**src/rtl/tick_rate_controller_pkg.sv**
```systemverilog
// Shared definitions for the tick rate controller: FSM encoding and reset division value.
package tick_rate_controller_pkg;

  typedef enum logic [1:0] {
    IDLE    = 2'd0,
    RUN     = 2'd1,
    PENDING = 2'd2
  } state_t;

  localparam int unsigned TRC_DEFAULT_DIV = 20400;

endpackage

```
**src/rtl/tick_rate_controller_tick_counter.sv**
```systemverilog
// Period counter cycling 1..active_div; tc flags the terminal count of the current period.
module tick_counter #(
  parameter int CNT_W = 16
) (
  input  logic             clk,
  input  logic             rst,
  input  logic             clear,
  input  logic [CNT_W-1:0] active_div,
  output logic             tc
);

  localparam logic [CNT_W-1:0] ONE = {{(CNT_W-1){1'b0}}, 1'b1};

  logic [CNT_W-1:0] count;

  // The >= compare keeps the count inside 1..active_div even if the divisor shrinks.
  always_ff @(posedge clk) begin
    if (rst || clear) begin
      count <= '0;
    end else if (count >= active_div) begin
      count <= ONE;
    end else begin
      count <= count + ONE;
    end
  end

  assign tc = (count == active_div);

endmodule

```
**src/rtl/tick_rate_controller.sv**
```systemverilog
// Programmable tick generator with valid/ready divisor update that switches only at a period boundary.
module tick_rate_controller
  import tick_rate_controller_pkg::*;
#(
  parameter int          CNT_W       = 16,
  parameter int unsigned DEFAULT_DIV = TRC_DEFAULT_DIV
) (
  input  logic             clk,
  input  logic             rst,
  input  logic             en,
  input  logic             cfg_valid,
  input  logic [CNT_W-1:0] cfg_div,
  output logic             cfg_ready,
  output logic             cfg_err,
  output logic             tick,
  output logic             divided_clk,
  output logic [CNT_W-1:0] active_div,
  output logic             busy,
  output state_t           state
);

  // cfg handshake: a transfer happens in any cycle where cfg_valid && cfg_ready;
  // cfg_div is sampled in that cycle. cfg_ready depends only on state, never on cfg_valid.

  state_t           state_next;
  logic [CNT_W-1:0] pending;
  logic [CNT_W-1:0] active_next;
  logic             load_active;
  logic             load_pending;
  logic             hs;
  logic             div_ok;
  logic             tc;
  logic             tick_next;

  assign cfg_ready = (state != PENDING);
  assign busy      = (state != IDLE);
  assign hs        = cfg_valid && cfg_ready;
  assign div_ok    = (cfg_div != '0);

  tick_counter #(.CNT_W(CNT_W)) u_tick_counter (
    .clk        (clk),
    .rst        (rst),
    .clear      (state_next == IDLE),
    .active_div (active_div),
    .tc         (tc)
  );

  always_comb begin
    state_next   = state;
    active_next  = active_div;
    load_active  = 1'b0;
    load_pending = 1'b0;
    case (state)
      IDLE: begin
        if (hs && div_ok) begin
          active_next = cfg_div;
          load_active = 1'b1;
        end else if (en) begin
          state_next = RUN;
        end
      end
      RUN: begin
        if (!en) begin
          state_next = IDLE;
          if (hs && div_ok) begin
            active_next = cfg_div;
            load_active = 1'b1;
          end
        end else if (hs && div_ok) begin
          state_next   = PENDING;
          load_pending = 1'b1;
        end
      end
      PENDING: begin
        // Swapping at the terminal count makes the next period the first at the new rate.
        if (!en || tc) begin
          state_next  = en ? RUN : IDLE;
          active_next = pending;
          load_active = 1'b1;
        end
      end
      default: state_next = IDLE;
    endcase
  end

  assign tick_next = tc && (state != IDLE) && (state_next != IDLE);

  always_ff @(posedge clk) begin
    if (rst) begin
      state       <= IDLE;
      active_div  <= CNT_W'(DEFAULT_DIV);
      pending     <= '0;
      tick        <= 1'b0;
      divided_clk <= 1'b0;
      cfg_err     <= 1'b0;
    end else begin
      state <= state_next;
      if (load_active) begin
        active_div <= active_next;
      end
      if (load_pending) begin
        pending <= cfg_div;
      end
      tick        <= tick_next;
      divided_clk <= (state_next == IDLE) ? 1'b0 : (divided_clk ^ tick_next);
      cfg_err     <= hs && !div_ok;
    end
  end

endmodule

```
**config.mk**
```make
export PLATFORM = sky130hd
export DESIGN_NAME = tick_rate_controller
export DESIGN_NICKNAME = d
export VERILOG_FILES = /design/src/rtl/tick_rate_controller_pkg.sv /design/src/rtl/tick_rate_controller_tick_counter.sv /design/src/rtl/tick_rate_controller.sv
export SDC_FILE = /design/constraint.sdc
export NUM_CORES = 1
export LEC_CHECK = 0
export ABC_AREA = 1
export BUFFER_PORTS_ARGS = -buffer_cell sky130_fd_sc_hd__buf_2
export CAP_MARGIN = 20
export CORE_MARGIN = 10
export CORE_UTILIZATION = 50
export CTS_BUF_LIST = sky130_fd_sc_hd__clkbuf_8
export DETAILED_ROUTE_END_ITERATION = 10
export MAX_ROUTING_LAYER = met4
export PLACE_DENSITY_LB_ADDON = 0.12
export SLEW_MARGIN = 15
export SYNTH_ARGS = -nofsm -noshare
export SYNTH_HDL_FRONTEND = slang
export SYNTH_HIERARCHICAL = 1
export SYNTH_SLANG_ARGS = --single-unit
```
**constraint.sdc**
```tcl
create_clock -name clk -period 2 [get_ports clk]
set_input_delay 0.1 -clock clk [delete_from_list [all_inputs] [get_ports clk]]
set_output_delay 0.1 -clock clk [all_outputs]
set_load 0.005 [all_outputs]
```
==> run summary, run 1 <==
The run finished, with violations left. The final reports fail on negative setup slack. Static leakage: 1.96 nW.

Setup repair after global routing could not meet its margin everywhere. The logs give 2 for the CTS H-tree depth and 0.591 mW for the switching power. The area of the core was 0.00599 mm2; the number of nets produced by synthesis was 490. Power comes to 2.14 mW. In this run the deepest clock path goes through 2 buffers. Kind of cell adding the most delay to the critical path: simple AND/OR/NAND/NOR gates.

The switching power as a share of total power was 27.6%. The detailed router used layers up to and including met4. TritonCTS built the clock tree. Compound-gate portion of the synthesized area: 7.12%. The achievable frequency was 498 MHz.

The insertion delay to the later sink of the worst-skew pair came out at 0.31 ns. Summed over all instances, the cell type with the most area after synthesis is sky130_fd_sc_hd__dfxtp_1. The critical path goes through inv_1 > ha_4 > nand2_2 > nor2_4 > nand2_2 > inv_2 > and3_4 > nor2_4 > nand2_2 > nand2_2 > nor2_4 > nor2_4 > nand3_4 > nor2_1. Setup violations remaining at the end of the flow were counted as 4. In this run the power density over the cells is 531 mW/mm2. The logs give 2.24 ns for the required time of the critical path and 67.3% for the share of the core filled with cells in the final layout.

The most instantiated flip-flop cell in the synthesis netlist was sky130_fd_sc_hd__dfxtp_1. In this run, post-CTS hold repair placed 0 buffers. The multiplexer share of the synthesized area was 0%; the area share of the largest cell type after synthesis was 34.1%. Timing analysis after detailed placement gives a worst setup slack of -0.137 ns. Detailed routing inserted a total of 2,969 vias. After floorplanning, the core was divided into 28 placement rows. After synthesis, the largest family of logic cells by area is simple AND/OR/NAND/NOR gates.

In this run the tool buffered the top-level ports with 42 buffer cells. For the initial antenna violation count, the log shows 0. The net count of the finished layout is 573, and the number of DRC violations after detailed routing is 0.

The run gives 0 as the final hold violation count. The number of instances in the synthesized netlist is 453. The tools report the wire length on met3 as 440 um. In the final layout, the multi-input gates occupy 0.00192 mm2. The detailed router put a total of 3.42 mm of wire on met1.

The longest individual stage delay on the worst path works out to 0.34 ns. The share of the synthesized netlist area taken by xor and xnor gates is 3.66%, and the combinational share of power is 18.8%. In the final layout, the share of cells above drive strength 1 is 35.1%.

In this run the clock root is driven by a sky130_fd_sc_hd__clkbuf_8. The run gives 53 as the number of sinks on the clock net. 43 I/O pins were placed. Once detail routing completed, the nets flagged for antenna violations numbered 0. The number of antenna diodes in the final layout is 0. The tools report the startpoint type of the worst setup path as a flop.

Counting flops with a built-in enable in the synthesized netlist gives 0. The tool flagged a number of max-cap violations equal to 0. For this run, the number of Yosys warnings is 6. The clock skew is 0.0115 ns. A synthesized cell averages 6.87 um2. The slowest stage of the critical path belongs to the cell sky130_fd_sc_hd__dfxtp_2. In this run the tightest slew margin relative to its limit is 74.3%.

After detailed routing, the number of vias per cell comes to 4.86. The least setup slack across all paths after layout is -0.00864 ns. Sequential cell area fraction in the yosys report: 34.1%. Cell internal power was estimated by the tool at 1.55 mW. Relative to the synthesized area, the layout overhead comes to 29.5%. The worst setup path is of the reg2reg kind.

The tools report the mapped cell area as 0.00311 mm2. The overflow left after global routing was 0; the pin count of the biggest net entering global routing was 34. The wire length after detailed routing came out at 7.67 mm. The first TritonRoute pass finished after 4 iterations. For the finished layout, the period the worst path requires is 2.01 ns. Yosys mapped the design onto 31 distinct sky130hd cell types. By area the synthesized netlist is led by sky130_fd_sc_hd__dfxtp_1 34%, sky130_fd_sc_hd__nand2_1 13%, sky130_fd_sc_hd__nor2_1 8.3%.

The tools report the final number of max-transition violations as 0. The tools report the first-pass GRT wire length as 12.5 mm. In this run, the clock network consumes 28.9% of the power. In this run, flip-flops and latches consume 52.3% of the power. After filler insertion, the fill cell instance count of the layout stands at 516. The overall global routing resource usage is 15.5%, and the floorplan die width is 98.9 um. The worst setup path is captured at a flop.

The adder-cell share of the synthesized area works out to 6.84%. Buffers inserted during clock tree synthesis total 5. The HPWL after detailed placement is 5.47 mm. In the final routed layout, each cell accounts on average for 12.6 um. The last weighted congestion value of the routability-driven placer is 0.835. The sum of met2 wire segment lengths after detailed routing was 3.64 mm; the area of the die was 0.00978 mm2.

The class of the most critical hold timing path is in2reg. The run gives 0.00108 mm2 as the area used by sequential logic in the layout. The share of synthesized registers carrying an async set or reset is 0%, and the worst-case vdd ir drop is 0.313 mV. The maximum fanout encountered on the critical timing path works out to 8. After the first detailed-routing iteration, the DRC count stood at 171. Chip height: 98.9 um.

The transition time of the tightest slew-check pin works out to 0.383 ns. The number of register bits inferred by synthesis was 53; the via count of the first global-routing pass was 2,813. The endpoint arrival time on the critical path came out at 2.25 ns. For this configuration, the core starts out at a cell density of 51.9%. Clock-pin slew was measured on the worst setup and hold paths at 0.10 ns.

Sum of buffers and inverters on the critical path: 2. The share of the clock period used by the worst path after layout was 100%. Fraction of the mapped netlist area in simple logic gates: 36.3%.
## logic make-up after synthesis
kind of cell | Yosys count
compound gates | 36
xor+xnor | 13
fa+ha+maj | 17
buf+inv | 83
flops | 53
simple gates | 251
## Yosys cell counts, types with 3 or more instances
cell type	n
sky130_fd_sc_hd__dfxtp_1	53
sky130_fd_sc_hd__xor2_1	12
sky130_fd_sc_hd__nand3_1	33
sky130_fd_sc_hd__nor3_1	6
sky130_fd_sc_hd__nand2_2	3
sky130_fd_sc_hd__o21ai_2	9
sky130_fd_sc_hd__inv_1	65
sky130_fd_sc_hd__nor2_1	69
sky130_fd_sc_hd__nand2_1	110
sky130_fd_sc_hd__o21ai_0	9
sky130_fd_sc_hd__buf_2	6
sky130_fd_sc_hd__nor2_2	16
sky130_fd_sc_hd__ha_1	17
sky130_fd_sc_hd__a21oi_1	14
sky130_fd_sc_hd__buf_6	7
sky130_fd_sc_hd__nor2_4	3
## worst register-to-register path, stage by stage, from the launching register on
cell and delay (ns):
sky130_fd_sc_hd__dfxtp_2 0.34, sky130_fd_sc_hd__inv_1 0.06, sky130_fd_sc_hd__ha_4 0.24, sky130_fd_sc_hd__nand2_2 0.08
sky130_fd_sc_hd__nor2_4 0.04, sky130_fd_sc_hd__nand2_2 0.07, sky130_fd_sc_hd__inv_2 0.04, sky130_fd_sc_hd__and3_4 0.18
sky130_fd_sc_hd__nor2_4 0.16, sky130_fd_sc_hd__nand2_2 0.10, sky130_fd_sc_hd__nand2_2 0.09, sky130_fd_sc_hd__nor2_4 0.04
sky130_fd_sc_hd__nor2_4 0.18, sky130_fd_sc_hd__nand3_4 0.18, sky130_fd_sc_hd__nor2_1 0.14
## through the flow
| stage | cells | hold WS [ns] | area [um2] | TNS [ns] |
|---|---|---|---|---|
| 6_report | 611 | 0.0417 | 4030 | -0.0208 |
| 5_1_grt | 611 | 0.0449 | 4030 | -1.65 |
| 3_3_place_gp | 592 | 0.354 | 3590 | -0.868 |
| 2_1_floorplan | 453 | 0.169 | 3110 | 0 |
| 3_5_place_dp | 592 | 0.362 | 3590 | -2.29 |
| 4_1_cts | 608 | 0.0399 | 3840 | 0 |
## sequential cells by signal, indices dropped and copies added, names as in the netlist
register / cells
u_tick_counter/count: 16
tick: 1
active_div: 16
divided_clk: 1
pending: 16
cfg_err: 1
state: 2
## final timing paths
kind / startpoint / to / slack, ns / depth (start not counted)
max: active_div[12] / u_tick_counter/count[8] / -0.009 / 14
min: cfg_div[15] / pending[15] / 0.04 / 3
min reg2reg: pending[9] / pending[9] / 0.52 / 4
max reg2reg: active_div[12] / u_tick_counter/count[8] / -0.009 / 14
## power by group through the flow
stage          clock network [mW]  logic [mW]  registers (mW)
3_5_place_dp                    0       0.339            1.14
4_1_cts                     0.634       0.365            1.12
6_report                    0.617       0.402            1.12
3_3_place_gp                    0       0.334            1.14
5_1_grt                     0.665       0.454            1.12
2_1_floorplan                   0       0.191            1.14
## cell type report
cell class,instances,area share [%]
clock buffer,6,2.05
clock inverter,1,0.0932
inverter,69,6.49
multi-input combinational,318,47.7
sequential,53,26.7
tap,75,2.33
timing repair buffer,89,14.6
## layout by cell type, fill, tap and decap left out, types with 2 or more instances in the layout
cell type	instances
sky130_fd_sc_hd__clkbuf_8	6
sky130_fd_sc_hd__ha_4	8
sky130_fd_sc_hd__nand3_4	4
sky130_fd_sc_hd__inv_1	60
sky130_fd_sc_hd__nand3_2	6
sky130_fd_sc_hd__nor2_2	20
sky130_fd_sc_hd__nand4_1	2
sky130_fd_sc_hd__nand3_1	28
sky130_fd_sc_hd__a21o_1	2
sky130_fd_sc_hd__a21oi_1	14
sky130_fd_sc_hd__inv_2	8
sky130_fd_sc_hd__nor2_4	7
sky130_fd_sc_hd__nor2_1	61
sky130_fd_sc_hd__dfxtp_1	40
sky130_fd_sc_hd__nand2_1	100
sky130_fd_sc_hd__o21ai_2	8
sky130_fd_sc_hd__nand2_4	3
sky130_fd_sc_hd__buf_6	3
sky130_fd_sc_hd__buf_4	43
sky130_fd_sc_hd__ha_1	9
sky130_fd_sc_hd__o21ai_0	9
sky130_fd_sc_hd__nor3_1	6
sky130_fd_sc_hd__xor2_1	12
sky130_fd_sc_hd__nand2_2	11
sky130_fd_sc_hd__dfxtp_2	13
sky130_fd_sc_hd__buf_2	42
## timing repair
item                       in CTS  in global routing
cloned                          2                  0
setup endpoints to repair      27                 34
pin swaps                       9                 29
buffers inserted                7                  5
resized for setup              20                 44
hold endpoints to repair        0                  0
## layer usage
| layer | up-vias | GRT usage (%) |
|---|---|---|
| li1 | 1560 | - |
| met1 | 1327 | 18.7 |
| met2 | 69 | 24.9 |
| met3 | 13 | 3.98 |
| met4 | 0 | 4.30 |
| met5 | - | - |
No activity file was read; power rests on OpenSTA's default activity.
==> inputs of run 2 (changes only) <==
--- a/config.mk
+++ b/config.mk
@@ -9,7 +9,7 @@
 export BUFFER_PORTS_ARGS = -buffer_cell sky130_fd_sc_hd__buf_2
 export CAP_MARGIN = 20
 export CORE_MARGIN = 10
-export CORE_UTILIZATION = 50
+export CORE_UTILIZATION = 40
 export CTS_BUF_LIST = sky130_fd_sc_hd__clkbuf_8
 export DETAILED_ROUTE_END_ITERATION = 10
 export MAX_ROUTING_LAYER = met4
==> run summary, run 2 (synthesized netlist as in run 1, its figures left out) <==
The area added between synthesis and finish is 30.7%, and the row count is 32 (+14%). The path with the worst hold slack has its endpoint at pending[9]. The run gives 0 (unchanged) as the final number of max-transition violations. The worst setup path is launched from a flop. TritonCTS built the clock tree. The endpoint arrival time on the critical path came out at 2.24 ns (about the same). Average wire per cell in the routed design: 12.2 um (-2.6%).

The run gives 14.0% (-1.5 points) as the overall global routing resource usage. STA classifies the critical path endpoint as a flop. The maximum fanout encountered on the critical timing path was 8 (unchanged); the sum of internal, switching and leakage power was 2.29 mW (+7.2%). Share of the core filled with cells in the final layout: 53.2% (-14 points). The largest registers in the layout are active_div: 16 flops, pending: 16 flops, u_tick_counter/count: 16 flops. Setup repair after global routing could not meet its margin everywhere. The count of boundary I/O pins came out at 43 (unchanged). The tools report the number of DRC violations after detailed routing as 0 (unchanged). The run gives 40.7% (-11 points) as the effective utilization at floorplan. The final antenna-violating net count is 0 (unchanged).

The least setup slack across all paths after layout is 0.00333 ns (+0.0120 ns), and the clock skew is 0.0112 ns (-0.000256 ns). The relative slew slack is 73.9% (-0.45 points). The number of buffers created by CTS was 5 (unchanged). Number of maximum-capacitance violations: 0 (unchanged). The tools report the static leakage as 1.97 nW (+0.67%). The maximum clock insertion buffer count was 2 (unchanged); the number of port buffers was 42 (unchanged). The floorplan die width works out to 108 um (+9.4%). The wire length after detailed routing is 7.80 mm (+1.7%), and the time the worst path needs with I/O delays and setup is 2.00 ns (-0.0120 ns).

The class of the most critical hold timing path was in2reg. For the area used by sequential logic in the layout, the log shows 0.00108 mm2 (+0.12%). The transition time of the tightest slew-check pin works out to 0.389 ns (+0.00667 ns). The critical path class is reg2reg.

The run gives 768 (+49%) as the number of fillers in the final layout. Post-placement setup slack: -0.160 ns (-0.0229 ns). The overflow left after global routing was 0 (unchanged); the fraction of layout cells with a size suffix above 1 was 35.1% (unchanged). Leaving out fill and tap cells, the most frequent cell in the layout is sky130_fd_sc_hd__nand2_1.

The net count of the finished layout is 572 (-0.17%), and the chip height is 108 um (+9.4%). For the count of routing violations after the opening detailed-route iteration, the log shows 103 (-40%). The startpoint identified for the worst register-to-register timing path is active_div[15]. For the setup slack of the most critical reg-to-reg path, the log shows 0.003 ns (about the same). The share of the clock period used by the worst path after layout was 99.8% (-0.60 points); the first-pass GRT wire length was 13.2 mm (+5.0%). The via count of the first global-routing pass was 2,809 (-0.14%); the total power divided by cell area was 563 mW/mm2 (+6.2%). The clock transition time at the flip-flop clock pins of the worst setup and hold paths is 0.10 ns (about the same). For the number of sinks on the clock net, the log shows 53 (unchanged).

The tree is rooted in a sky130_fd_sc_hd__clkbuf_8. The mean number of vias per cell came out at 4.51 (-7.1%). The cell count of the worst hold path is 3 (unchanged), and the insertion delay to the later sink of the worst-skew pair is 0.31 ns (about the same). The worst register-to-register path ends at u_tick_counter/count[4]. The logs give 4 (unchanged) for the first-pass detailed-route iteration total and 0.851 (+1.9%) for the last weighted congestion value of the routability-driven placer. The cell depth of the worst flop-to-flop path is 13 (-1), and the total area of multi-input combinational cells is 0.00191 mm2 (-0.59%). The tools report the worst-case vdd ir drop as 0.379 mV (+21%).

The run finished with clean final reports. The total half-perimeter wirelength after legalization and detailed placement was 5.61 mm (+2.4%). The pin count of the biggest net entering global routing was 35 (+2.9%); the required time of the critical path was 2.24 ns (about the same). The tools report the final-report setup violation count as 0 (-4).

The tools report the CTS H-tree depth as 2 (unchanged). The area of the core was 0.00765 mm2 (+28%). The via total after detailed routing is 2,880 (-3.0%), and the final antenna diode count is 0 (unchanged).

The achievable frequency came out at 501 MHz (+0.60%). The area of the die is 0.0117 mm2 (+20%). The top cell types in the final layout, fill and taps aside, are 99 x sky130_fd_sc_hd__nand2_1, 60 x sky130_fd_sc_hd__nor2_1, 60 x sky130_fd_sc_hd__inv_1.

The initial antenna violation count is 0 (unchanged), and the final hold violation count is 0 (unchanged). The startpoint identified for the worst hold timing path is cfg_div[9].
run 2: cell types whose count changed in the layout (fill, tap and decap cells not counted), sizes merged:
cell | before | now
bufinv | 0 | 1
buf | 89 | 88
run 2: cell type report:
cell class | instances | area share, %
clock buffer | 6 | 2.03
sequential | 53 | 26.5
inverter | 69 | 6.43
tap | 102 | 3.14
clock inverter | 2 | 0.831
timing repair buffer | 88 | 14.1
multi-input combinational | 318 | 47.0
run 2: report_power, final:
group	switching, mW	internal (mW)
Clock	0.371	0.404
Sequential	0.0209	1.10
Combinational	0.222	0.177
run 2: how the worst max path moves through the flow:
| stage | start | endpoint | cells past startpoint |
|---|---|---|---|
| final | active_div[15] | u_tick_counter/count[4] | 13 |
| after global routing | active_div[7] | u_tick_counter/count[4] | 12 |
| after CTS | active_div[13] | u_tick_counter/count[1] | 13 |
| after detailed placement | active_div[15] | u_tick_counter/count[15] | 14 |
| after global placement | active_div[15] | u_tick_counter/count[8] | 14 |
| after floorplan | active_div[15] | u_tick_counter/count[2] | 15 |
run 2: layer usage:
layer  up-vias  GRT usage, %  part of all wire [%]
li1       1556             -                     -
met1      1280          17.7                    48
met2        42          22.9                    48
met3         2          2.62                   3.7
met4         0          2.58                  0.31
met5         -             -                     0
run 2: per-stage QoR:
stage	area, um2	setup TNS, ns	hold WS (ns)	instances
floorplan	3110	0	0.169	453
global placement	3630	-0.851	0.351	620
detailed placement	3630	-2.66	0.360	620
CTS	3910	0	0.0329	635
global route	4070	-1.37	0.0426	638
finish	4070	0	0.0372	638
run 2: worst max-delay path, stage by stage (launching register included):
cell and delay, ns:
sky130_fd_sc_hd__dfxtp_2 0.35, sky130_fd_sc_hd__inv_2 0.05, sky130_fd_sc_hd__ha_4 0.27, sky130_fd_sc_hd__nand2_4 0.06, sky130_fd_sc_hd__nor2_4 0.11, sky130_fd_sc_hd__nand2_2 0.07
sky130_fd_sc_hd__inv_2 0.05, sky130_fd_sc_hd__and3_4 0.20, sky130_fd_sc_hd__nand3_2 0.09, sky130_fd_sc_hd__nand2_2 0.10, sky130_fd_sc_hd__nor2_4 0.05, sky130_fd_sc_hd__nor2_4 0.19
sky130_fd_sc_hd__nand3_4 0.19, sky130_fd_sc_hd__nor2_2 0.15
run 2: what timing repair did:
| item | 4_1_cts | 5_1_grt |
|---|---|---|
| resized for setup | 26 | 35 |
| endpoints found under the setup margin | 27 | 34 |
| buffers inserted | 6 | 3 |
| pin swaps | 12 | 20 |
| gates cloned | 1 | 0 |
| hold buffers | 0 | 0 |
